**src/rtl/system_pkg.sv**
```systemverilog
// Shared definitions for the multi-core system: default widths and the
// arbiter FSM state encoding.
package system_pkg;

  localparam int CORE_COUNT_DEF  = 3;
  localparam int ADDR_WIDTH_DEF  = 8;
  localparam int REG_WIDTH_DEF   = 12;
  localparam int MEM_LATENCY_DEF = 2;

  typedef enum logic [1:0] {
    S_IDLE  = 2'd0,
    S_ISSUE = 2'd1,
    S_WAIT  = 2'd2,
    S_ACK   = 2'd3
  } arb_state_t;

endpackage

```
**src/rtl/rr_priority_picker.sv**
```systemverilog
// Combinational round-robin select: first set request after ptr, wrapping,
// with ptr itself checked last.
module rr_priority_picker #(
  parameter int n_req     = 3,
  parameter int idx_width = 2
) (
  input  logic [n_req-1:0]     req,
  input  logic [idx_width-1:0] ptr,
  output logic [idx_width-1:0] grant,
  output logic                 any_req
);

  logic [idx_width-1:0] cand;

  // Scan from the furthest position down so the closest requester after ptr wins.
  always_comb begin
    grant = '0;
    cand  = '0;
    for (int k = n_req; k >= 1; k--) begin
      cand = idx_width'((int'(ptr) + k) % n_req);
      if (req[cand]) grant = cand;
    end
  end

  assign any_req = |req;

endmodule

```
**src/rtl/shared_mem_arbiter.sv**
```systemverilog
// Round-robin arbiter sharing one single-port data memory between several
// cores: serialises requests, drives the memory port and acks each core.
module shared_mem_arbiter
  import system_pkg::*;
#(
  parameter int core_count  = CORE_COUNT_DEF,
  parameter int addr_width  = ADDR_WIDTH_DEF,
  parameter int reg_width   = REG_WIDTH_DEF,
  parameter int mem_latency = MEM_LATENCY_DEF
) (
  input  logic                             clk,
  input  logic                             reset,
  input  logic [core_count-1:0]            core_req,
  input  logic [core_count-1:0]            core_we,
  input  logic [core_count*addr_width-1:0] core_addr,
  input  logic [core_count*reg_width-1:0]  core_wdata,
  output logic [core_count-1:0]            core_ack,
  output logic [reg_width-1:0]             core_rdata,
  output logic [$clog2(core_count)-1:0]    grant_id,
  output logic                             busy,
  output logic                             mem_en,
  output logic                             mem_we,
  output logic [addr_width-1:0]            mem_addr,
  output logic [reg_width-1:0]             mem_wdata,
  input  logic [reg_width-1:0]             mem_rdata
);

  localparam int idx_width = $clog2(core_count);
  localparam int cnt_width = $clog2(mem_latency + 1);

  arb_state_t           state_reg, state_next;
  logic [idx_width-1:0] grant_reg, grant_next;
  logic [idx_width-1:0] ptr_reg, ptr_next;
  logic [idx_width-1:0] pick_grant;
  logic                 any_req;
  logic [cnt_width-1:0] cnt_reg, cnt_next;
  logic [reg_width-1:0] rdata_reg, rdata_next;

  logic [addr_width-1:0] addr_arr  [core_count];
  logic [reg_width-1:0]  wdata_arr [core_count];

  generate
    for (genvar gi = 0; gi < core_count; gi++) begin : g_core
      assign addr_arr[gi]  = core_addr[gi*addr_width +: addr_width];
      assign wdata_arr[gi] = core_wdata[gi*reg_width +: reg_width];
      assign core_ack[gi]  = (state_reg == S_ACK) && (grant_reg == idx_width'(gi));
    end
  endgenerate

  rr_priority_picker #(
    .n_req     (core_count),
    .idx_width (idx_width)
  ) u_picker (
    .req     (core_req),
    .ptr     (ptr_reg),
    .grant   (pick_grant),
    .any_req (any_req)
  );

  // Pointer resets to the last core so core 0 has first priority.
  always_ff @(posedge clk or negedge reset) begin
    if (!reset) begin
      state_reg <= S_IDLE;
      grant_reg <= '0;
      ptr_reg   <= idx_width'(core_count - 1);
      cnt_reg   <= '0;
      rdata_reg <= '0;
    end else begin
      state_reg <= state_next;
      grant_reg <= grant_next;
      ptr_reg   <= ptr_next;
      cnt_reg   <= cnt_next;
      rdata_reg <= rdata_next;
    end
  end

  always_comb begin
    state_next = state_reg;
    grant_next = grant_reg;
    ptr_next   = ptr_reg;
    cnt_next   = cnt_reg;
    rdata_next = rdata_reg;
    case (state_reg)
      S_IDLE: begin
        if (any_req) begin
          grant_next = pick_grant;
          state_next = S_ISSUE;
        end
      end
      S_ISSUE: begin
        if (core_we[grant_reg]) begin
          state_next = S_ACK;
        end else begin
          cnt_next   = cnt_width'(mem_latency);
          state_next = S_WAIT;
        end
      end
      S_WAIT: begin
        cnt_next = cnt_reg - cnt_width'(1);
        if (cnt_reg == cnt_width'(1)) begin
          rdata_next = mem_rdata;
          state_next = S_ACK;
        end
      end
      S_ACK: begin
        ptr_next   = grant_reg;
        state_next = S_IDLE;
      end
      default: state_next = S_IDLE;
    endcase
  end

  always_comb begin
    mem_en    = 1'b0;
    mem_we    = 1'b0;
    mem_addr  = '0;
    mem_wdata = '0;
    if (state_reg == S_ISSUE) begin
      mem_en    = 1'b1;
      mem_we    = core_we[grant_reg];
      mem_addr  = addr_arr[grant_reg];
      mem_wdata = wdata_arr[grant_reg];
    end
  end

  assign grant_id   = grant_reg;
  assign busy       = (state_reg != S_IDLE);
  assign core_rdata = rdata_reg;

endmodule

```
**config.mk**
```make
export PLATFORM = sky130hd
export DESIGN_NAME = shared_mem_arbiter
export DESIGN_NICKNAME = d
export VERILOG_FILES = /design/src/rtl/system_pkg.sv /design/src/rtl/rr_priority_picker.sv /design/src/rtl/shared_mem_arbiter.sv
export SDC_FILE = /design/constraint.sdc
export NUM_CORES = 1
export LEC_CHECK = 0
export BUFFER_PORTS_ARGS = -buffer_cell sky130_fd_sc_hd__buf_2
export CAP_MARGIN = 20
export CORE_ASPECT_RATIO = 1.75
export CORE_MARGIN = 4
export CORE_UTILIZATION = 28
export DETAILED_ROUTE_END_ITERATION = 10
export HOLD_SLACK_MARGIN = 0.06
export PLACE_DENSITY_LB_ADDON = 0.12
export SYNTH_ARGS = -nofsm -noshare
export SYNTH_HDL_FRONTEND = slang
export SYNTH_HIERARCHICAL = 1
export SYNTH_SLANG_ARGS = --single-unit
```
**constraint.sdc**
```tcl
create_clock -name clk -period 1.5 [get_ports clk]
set_input_delay 0.3 -clock clk [delete_from_list [all_inputs] [get_ports clk]]
set_output_delay 0.3 -clock clk [all_outputs]
set_load 0.05 [all_outputs]
```
== After elaboration in Yosys (flattened, before gate mapping) ==
Index checks and enable logic that the tools add are counted.

* Flip-flop bits (word level): 20
* Input bits: 80
* Output and inout port bits: 40
* Word-level logic and storage cells: 66

* Add/sub/neg operators: 4
* Div/mod/pow operators: 3
* Order comparisons: 5
* Equality and inequality tests: 9
* Mux-type cells: 27
* Bitwise gates (word level): 1
* Reductions and logical operators: 12

{| class="wikitable"
|+ Operators by type and width
! cell !! number
|-
| $mod A32 B3 Y32 const B || 3
|-
| $mux W12 || 3
|-
| $bmux W12 S2 || 1
|-
| $mux W8 || 3
|-
| $bmux W8 S2 || 1
|-
| $lt A2 B3 Y1 const B || 4
|-
| $mux W2 || 6
|-
| $bmux W1 S2 || 4
|-
| $pmux W2 S4 || 1
|-
| $reduce_and A2 Y1 || 4
|-
| $mux W1 || 7
|-
| $add A2 B2 Y3 const B || 2
|-
| $eq A2 B1 Y1 const B || 3
|-
| $eq A2 B2 Y1 const B || 3
|-
| $ne A2 B2 Y1 const B || 3
|-
| $logic_not A2 Y1 || 2
|-
| $pmux W2 S2 || 1
|-
| $reduce_bool A2 Y1 || 2
|-
| $add A2 B1 Y3 const B || 1
|-
| $ge A3 B3 Y1 const B || 1
|-
| $logic_and A1 B1 Y1 || 3
|-
| $not A2 Y3 || 1
|-
| $reduce_or A3 Y1 || 1
|-
| $sub A2 B1 Y2 const B || 1
|}

== Longest topological paths before layout ==
Gate-level depths: netlist (run 1).

* Depth in word-level cells: 7
* Mapped depth: 6
* Depth with buffers taken out: 6

== Hierarchy ==
The synthesis (run 1) kept the hierarchy.

{| class="wikitable"
|+ By module, submodules not included
! module !! instances !! cells an instance !! area each (µm²) !! seq. area each (µm²)
|-
| shared_mem_arbiter || 1 || 162 || 1561.5 || 501.7
|-
| rr_priority_picker || 1 || 20 || 150.1 || 0.0
|}

== Worst setup path after synthesis (run 1) ==
No wires, ideal clock.

* Kind: reg-to-output
* Start point: reg state_reg[1]
* End point: out mem_addr[0]
* Arrival time: 2451 ps
* Required time: 1200 ps
* Path slack: -1251 ps
* Stages on the path, launching flop included: 5
* Path buffers: 1
* Path through: dfrtp_1 inv_1 ha_1 clkbuf_1 a21boi_0

* Longest elaborated chain between the ends: 2

{| class="wikitable"
|+ Ends and longest elaborated chain
! what !! RTL line !! text
|-
| start: declaration || shared_mem_arbiter.sv:31 || <nowiki>arb_state_t state_reg, state_next;</nowiki>
|-
| start signal: assignment || shared_mem_arbiter.sv:69 || <nowiki>state_reg <= state_next;</nowiki>
|-
| $eq A2 B1 Y1 || shared_mem_arbiter.sv:118 || <nowiki>if (state_reg == S_ISSUE) begin</nowiki>
|-
| $mux W8 || shared_mem_arbiter.sv:118 ||
|-
| end: declaration || shared_mem_arbiter.sv:23 || <nowiki>output logic [addr_width-1:0] mem_addr,</nowiki>
|}

No other way between the ends.

== Worst setup path in the final report (run 1) ==
* Start point: reg grant_reg[1] (netlist: grant_id[1])
* End point: out mem_wdata[9]

* Longest elaborated chain between the ends: 5

{| class="wikitable"
|+ Ends and longest elaborated chain
! what !! RTL line !! text
|-
| start: declaration || shared_mem_arbiter.sv:32 || <nowiki>logic [idx_width-1:0] grant_reg, grant_next;</nowiki>
|-
| start signal: assignment || shared_mem_arbiter.sv:70 || <nowiki>grant_reg <= grant_next;</nowiki>
|-
| $not A2 Y3 (implied by the code) || shared_mem_arbiter.sv:122 || <nowiki>mem_wdata = wdata_arr[grant_reg];</nowiki>
|-
| $bmux W12 S2 || shared_mem_arbiter.sv:122 ||
|-
| $mux W12 (implied by the code) (2 in series) || shared_mem_arbiter.sv:122 ||
|-
| $mux W12 || shared_mem_arbiter.sv:118 ||
|-
| end: declaration || shared_mem_arbiter.sv:24 || <nowiki>output logic [reg_width-1:0] mem_wdata,</nowiki>
|}

No other way between the ends. The select of a mux whose other input is x is not followed.

==> results by group, run 1 <==
Power
  • Switching Share: 0.4828
  • Clk pwr share: 0.046
  • Cell Pwr Density: 2265 nW/um2
  • Pleak: 1.591 nW
  • Combinational share of power: 0.824
  • Psw: 3.778 mW
  • Cell Int Power: 4.047 mW
  • Max VDD drop: 1.392 mV
  • Seq pwr share: 0.130

Logic synthesis
  • Mapped Nets: 271
  • Area fraction of the dominant cell type after synthesis: 0.2778
  • Post-synth cell types: 36
  • Yosys top cell by area: dfrtp_1
  • Mapped Area: 1712 um2
  • Register bit total from synthesis: 20
  • Register area share after synthesis: 0.2931
  • Top cells by area, synth: dfrtp_1, mux2i_1, mux2_2
  • Cells after Synth: 182
  • Ys Warns: 6
  • Synthesized area per cell: 9.405 um2

STA
  • Slew @ Worst Pin: 441.9 ps
  • Clock Skews: 8.548 ps
  • Total negative slack: -9201 ps
  • Final min period: 1871 ps
  • Max Fclk: 0.5344 GHz
  • Final Hold Viols: 0
  • Fin crit share: 1.248
  • Final setup violation count: 31
  • Worst slew margin: 0.7054
  • Max Slew Vio Count: 0
  • RSZ-0062 raised after global routing: yes
  • Final WS setup: -371.4 ps

Floorplanning
  • Core area: 5926 um2
  • Initial core utilization: 0.2889
  • IO Count: 120
  • Die area: 7477 um2
  • Row cnt: 37
  • Die width: 67.10 um
  • Die Y: 111.4 um

Worst hold path
  • Hold Path Cell Cnt: 2
  • HP Class: in2reg

Job
  • Max_cap viols: 0

Critical path
  • Worst Path Required: 1200 ps
  • Reg2reg start: grant_id[1]
  • WP data arrival: 1570 ps
  • Slowest CP cell: dfrtp_2
  • CP max FO: 6
  • FF-to-FF End: state_reg[0]
  • Crit-path cells: buf_6, mux2i_1, or2_1, a21boi_4, buf_6
  • Critical Path Max Stage Delay: 480 ps
  • Crit path from: grant_id[1]
  • Cell mode on critical path: buf_6
  • Reg2reg setup slack: -260 ps
  • Worst setup EP type: primary output
  • Buf/Inv on CP: 2
  • Worst-case reg-to-reg path depth: 7
  • Crit path to: mem_wdata[9]
  • Crit path depth: 5
  • CP startpoint kind: flip-flop
  • Crit Path Category: reg2out
  • Cell family with most CP delay: flip-flops

Place
  • Final GP Congestion: 0.7103
  • Port Buffers: 119
  • Area after DPL: 2854 um2
  • Dpl hpwl: 4.479 mm

Route
  • Remaining DRCs: 0
  • Initial DRC count: 29
  • ANT nets after route: 0
  • Avg Vias per Cell: 4.614
  • Final Routed Wirelength: 5.841 mm
  • TritonRoute pass-1 iters: 4
  • DR WL/cell: 14.11 um
  • DR vias: 1910

Layout
  • Final instance area: 3455 um2
  • Nets: 426
  • Layout cells sized above 1: 0.7054
  • Largest register FFs: 12
  • # diodes: 0
  • Synth-to-Final Area Change: 101.8%

CTS
  • CTS Sinks: 20
  • CTS root buf: clkbuf_8
  • CTS clk-pin slew, worst paths: 70 ps
  • Htree depth: 1
  • Total CTS buffers: 3
  • Worst-skew pair later-pin latency: 260 ps
  • CTS tree: yes
  • Clock buffer depth: 2

Global routing
  • Grt total ovfl: 0
  • First-pass GRT wire length: 8.963 mm
  • Initial antenna violation count: 0
  • Vias in the first global route: 1986
  • Largest net degree at the start of global routing: 21
  • GRT Total Usage: 0.1506

Run status
  • Status: finished, violations left
  • Failing checks: negative setup slack
per-layer routing:
layer  track usage  vias to the layer above  share of wire
li1              -                      930              -
met1        0.1508                      892           0.32
met2        0.2996                       81           0.58
met3       0.02220                        7          0.085
met4       0.04336                        0          0.012
met5             0                        -              0
worst reg2reg max path, delay by kind of cell (launching register included):
kind                   cells  cell delay [ps]
flip-flops                 1              470
multiplexers               1              260
buffers and inverters      4              480
AO/OA/AOI/OAI              2              440
cells in the mapped netlist (all sizes together):
master,number
nand2,23
mux2i,22
a21boi,21
or2,20
dfrtp,19
mux2,17
ha,9
inv,9
buf,6
clkbuf,5
o21ai,5
nor2,4
nor2b,4
and2b,2
nand2b,2
a21o,1
a221oi,1
and3b,1
dfstp,1
nand3b,1
nand4b,1
nor3b,1
o211ai,1
o221ai,1
o22ai,1
o311ai,1
o31ai,1
o41a,1
or3,1
worst min-delay path by stage:
| stage | startpoint | endpoint |
|---|---|---|
| after global routing | mem_rdata[6] | core_rdata[6] |
| after global placement | reset | core_rdata[2] |
| after detailed placement | reset | core_rdata[2] |
| final | mem_rdata[11] | core_rdata[11] |
| after CTS | mem_rdata[3] | core_rdata[3] |
| after floorplan | reset | cnt_reg[0] |
placed cells by master, fill, tap and decap left out, types with 3 or more instances in the layout:
cell      Yosys  layout
ha_4          0       6
dfrtp_1      19      15
nor2b_1       4       3
buf_4         0      21
buf_2         3      92
or2_1         0      15
inv_1         9       4
mux2_2       17      13
dfrtp_2       0       4
buf_6         3      34
or2_4         0       4
inv_2         0       3
buf_8         0       5
buf_12        0       6
nand2_1      23      22
nor2_1        4       3
clkbuf_8      0       3
mux2_4        0       4
mux2i_1      21      21
a21boi_4      0      20
timing repair:
action / CTS / global route
pin swaps: 10 / 12
gates resized for setup: 93 / 33
cloned: 1 / 0
setup buffers: 8 / 14
endpoints found under the setup margin: 30 / 46
hold endpoints to repair: 19 / 0
hold buffers: 1 / 0
through the flow:
stage	std cells	setup slack (ps)	power, mW	util	hold WS, ps
final	414	-371.4	7.825	0.5830	262.2
after global routing	414	-453.2	8.253	0.5830	264.4
after CTS	403	-384.4	7.348	0.5481	260.5
after detailed placement	390	-216.7	6.127	0.4816	276.4
after global placement	390	-192.7	6.095	0.4816	274.8
after floorplan	182	-321.9	4.943	-	4.409
kinds of logic (layout without fill, tap and decap cells):
| logic type | count (synthesis) | count (layout) | synth area share |
|---|---|---|---|
| compound gates | 34 | 34 | 0.1528 |
| fa+ha+maj | 9 | 9 | 0.06579 |
| buf+inv | 20 | 174 | 0.05993 |
| flops | 20 | 20 | 0.2931 |
| mux | 39 | 39 | 0.2427 |
| simple gates | 60 | 60 | 0.1857 |
layout make-up:
cell class / instances / area, um2
fillers: 558 / 2471
multi-input cells: 142 / 1539
repair buffers: 161 / 1221
flip-flops and latches: 20 / 506.7
well taps: 78 / 97.59
clock buffers: 4 / 45.04
inverters: 9 / 45.04
power groups by stage:
stage               combinational, mW  sequential (mW)  clock [mW]
floorplan                        3.31             1.64           0
global placement                 5.11            0.989           0
detailed placement               5.13            0.999           0
CTS                              5.95             1.02       0.373
global route                     6.80             1.06       0.393
finish                           6.45             1.02       0.361
Note: power is estimated with default switching activity, not from simulation.
==> inputs of run 2 (changes only) <==
--- a/config.mk
+++ b/config.mk
@@ -5,6 +5,7 @@
 export SDC_FILE = /design/constraint.sdc
 export NUM_CORES = 1
 export LEC_CHECK = 0
+export ABC_AREA = 1
 export BUFFER_PORTS_ARGS = -buffer_cell sky130_fd_sc_hd__buf_2
 export CAP_MARGIN = 20
 export CORE_ASPECT_RATIO = 1.75
==> constraint.sdc (replaced) <==
create_clock -name clk -period 1.7 [get_ports clk]
set_input_delay 0.34 -clock clk [delete_from_list [all_inputs] [get_ports clk]]
set_output_delay 0.34 -clock clk [all_outputs]
set_load 0.05 [all_outputs]
==> run 2 against run 1 <==
The flow still finishes with violations (negative setup slack); synthesized cell count grew 38%; first-iteration DRC count grew 130%; non-clock buffer count shrank 29; core utilization shrank 7.7 points; global-route usage shrank 0.34 points; clock skew shrank 4.2 ps; critical path depth grew 3; sequential share of layout area grew 3.1 points; clock-buffer cell count is the same; area after synthesis shrank 3.8%; total power shrank 24%; sequential power shrank 9.8%; critical path type unchanged.
==> results by group, run 2 <==
Critical path
  • FF-to-FF End: grant_id[1]
  • Crit path from: grant_id[1]
  • CP startpoint kind: flip-flop
  • Worst Path Required: 1360 ps (+160 ps)
  • Reg2reg setup slack: 70 ps (+330 ps)
  • Crit-path cells: inv_2, nor2_2, buf_12, nand2_1, nand3_1, nand2_1, clkinvlp_4, buf_6
  • WP data arrival: 1490 ps (-80 ps)
  • Critical Path Max Stage Delay: 430 ps (-50 ps)
  • Crit Path Category: reg2out
  • Cell mode on critical path: nand2_1
  • Slowest CP cell: dfrtp_2
  • Worst setup EP type: primary output
  • CP max FO: 20 (+14)
  • Worst-case reg-to-reg path depth: 8 (+1)
  • Crit path to: mem_wdata[3]
  • Reg2reg start: ptr_reg[1]

Route
  • Metal-1 WL: 1.972 mm (+4.4%)
  • Avg Vias per Cell: 4.441 (-3.7%)
  • Wire length on met2: 2.879 mm (-15%)
  • DR WL/cell: 11.99 um (-15%)
  • Max Used Layer: met4
  • Final Routed Wirelength: 5.444 mm (-6.8%)
  • Initial DRC count: 66 (+130%)
  • ANT nets after route: 0 (unchanged)
  • Remaining DRCs: 0 (unchanged)
  • DR vias: 2016 (+5.5%)
  • TritonRoute pass-1 iters: 4 (unchanged)
  • WL met3: 458 um (-7.3%)

Logic synthesis
  • Mapped Nets: 340 (+25%)
  • Yosys top cell by area: dfrtp_1
  • Post-synth cell types: 23 (-36%)
  • Post-synth EDFFs: 0 (unchanged)
  • Synthesized area per cell: 6.560 um2 (-30%)
  • Area fraction of the dominant cell type after synthesis: 0.2888 (+0.01098)
  • Ys Warns: 6 (unchanged)
  • Post-synth ARST share: 1.000 (unchanged)
  • Mapped Area: 1647 um2 (-3.8%)
  • Cells after Synth: 251 (+38%)
  • Most frequent cell after synthesis: nand2_1
  • Register bit total from synthesis: 20 (unchanged)
  • Ys flop type: dfrtp_1
  • Top post-synthesis cells by count: nand2_1, inv_1, nand3_1, dfrtp_1, mux2_2
  • Register area share after synthesis: 0.3047 (+0.01158)
  • Top cells by area, synth: dfrtp_1, nand2_1, nand3_1

STA
  • Final min period: 1831 ps
  • Final setup violation count: 21 (-32%)
  • Final WS setup: -131.2 ps (+240.2 ps)
  • Worst slew margin: 0.6975 (-0.007884)
  • Slew @ Worst Pin: 453.8 ps (+11.82 ps)
  • Max Fclk: 0.5461 GHz
  • RSZ-0062 raised after global routing: yes
  • Final Hold Viols: 0 (unchanged)
  • Max Slew Vio Count: 0 (unchanged)
  • Clock Skews: 4.348 ps (-4.200 ps)
  • Fin crit share: 1.077

Floorplanning
  • Die Y: 109.4 um (-1.8%)
  • Row cnt: 36 (-2.7%)
  • IO Count: 120 (unchanged)
  • Die width: 65.97 um (-1.7%)
  • Core area: 5630 um2 (-5.0%)
  • Initial core utilization: 0.2924 (+0.003593)
  • Die area: 7220 um2 (-3.4%)

Layout
  • Commonest cells after routing, fill and taps aside: nand2_1, buf_2, nand3_1
  • Nets: 468 (+9.9%)
  • Largest register FFs: 12 (unchanged)
  • # diodes: 0 (unchanged)
  • Final instance area: 2850 um2 (-17%)
  • Synth-to-Final Area Change: 73.10%
  • Most common cell after layout, fill and taps aside: nand2_1
  • Seq. cell area: 505.5 um2 (-0.25%)
  • # fillers: 561 (+0.54%)
  • Multi-input combinational cell area: 1028 um2 (-33%)
  • Layout cells sized above 1: 0.5132 (-0.1921)

Global routing
  • Largest net degree at the start of global routing: 22 (+4.8%)
  • Grt total ovfl: 0 (unchanged)
  • Initial antenna violation count: 0 (unchanged)
  • First-pass GRT wire length: 8.625 mm (-3.8%)
  • GRT Total Usage: 0.1473 (-0.003370)
  • Vias in the first global route: 2047 (+3.1%)

Place
  • Port Buffers: 119 (unchanged)
  • Dpl hpwl: 4.349 mm (-2.9%)
  • Final GP Congestion: 0.7780 (+9.5%)
  • Area after DPL: 2480 um2 (-13%)

Worst hold path
  • Hold_sp: mem_rdata[1]
  • HP Class: in2reg

Power
  • Cell Int Power: 2.643 mW (-35%)
  • Psw: 3.290 mW (-13%)
  • Design Power: 5.933 mW (-24%)
  • Switching Share: 0.5545 (+0.07173)
  • Seq pwr share: 0.155 (+0.025)
  • Clk pwr share: 0.061 (+0.015)
  • Cell Pwr Density: 2082 nW/um2 (-8.1%)
  • Pleak: 1.422 nW (-11%)
  • Combinational share of power: 0.784 (-0.040)
  • Max VDD drop: 1.210 mV (-13%)

Run status
  • Failing checks: negative setup slack
  • Status: finished, violations left

CTS
  • CTS Sinks: 20 (unchanged)
  • Total CTS buffers: 3 (unchanged)
  • CTS root buf: clkbuf_8
  • Htree depth: 1 (unchanged)
  • Worst-skew pair later-pin latency: 260 ps (about the same)
  • CTS tree: yes
  • Clock buffer depth: 2 (unchanged)
  • CTS clk-pin slew, worst paths: 70 ps (about the same)

Job
  • Max_cap viols: 0 (unchanged)
## run 2: what timing repair did
action / 4_1_cts / 5_1_grt
pin swaps: 0 / 5
endpoints found under the setup margin: 26 / 27
gates resized for setup: 53 / 23
hold buffers: 1 / 0
cloned: 0 / 0
hold endpoints to repair: 19 / 0
buffers inserted: 3 / 1
## run 2: cell type report
class	count	area share
Timing Repair Buffer	132	0.3314
Multi-Input combinational cell	183	0.3608
Tap cell	76	0.03336
Clock buffer	4	0.01932
Sequential cell	20	0.1773
Inverter	39	0.07770
## run 2: critical path: cells and delay by family (launching register included)
kind / cells / cell delay [ps]
buffers and inverters: 4 / 460
DFF: 1 / 430
and+or+nand+nor: 4 / 340
## run 2: layer usage
metal,global-route usage,vias to the layer above
met1,0.1544,895
met4,0.05378,0
met5,0,-
met3,0.01943,11
met2,0.2886,86
li1,-,1024
## run 2: power by group through the flow
stage	logic [mW]	clock network, mW	registers, mW
finish	4.65	0.359	0.920
global route	5.10	0.393	0.945
CTS	4.45	0.378	0.913
detailed placement	4.05	0	0.917
global placement	4.01	0	0.903
floorplan	2.47	0	1.52
## run 2: cell families after synthesis
| logic type | count (synthesis) | share of synthesized area |
|---|---|---|
| buffers and inverters | 48 | 0.1269 |
| AO/OA/AOI/OAI | 13 | 0.04483 |
| multiplexers | 12 | 0.08207 |
| AND/OR/NAND/NOR | 149 | 0.3731 |
| adder cells (fa/ha/maj) | 9 | 0.06839 |
| flip-flops | 20 | 0.3047 |
## run 2: worst min path at each step
stage                     to  depth (start not counted)  slack [ps]
5_1_grt        core_rdata[9]                          2         310
2_1_floorplan     cnt_reg[0]                          0          40
3_5_place_dp   core_rdata[6]                          1         320
6_report       core_rdata[1]                          2         310
3_3_place_gp   core_rdata[6]                          1         320
4_1_cts        core_rdata[7]                          2         300
## run 2: through the flow
stage | hold slack [ps] | setup slack (ps) | TNS (ps) | utilization | cells
floorplan | 44.41 | -17.33 | -34.62 | - | 251
global placement | 316.7 | 35.15 | 0 | 0.4404 | 445
detailed placement | 316.7 | 10.25 | 0 | 0.4404 | 445
CTS | 299.5 | -142.9 | -2707 | 0.4871 | 453
global route | 307.7 | -257.1 | -4834 | 0.5062 | 454
finish | 307.5 | -131.2 | -2376 | 0.5062 | 454
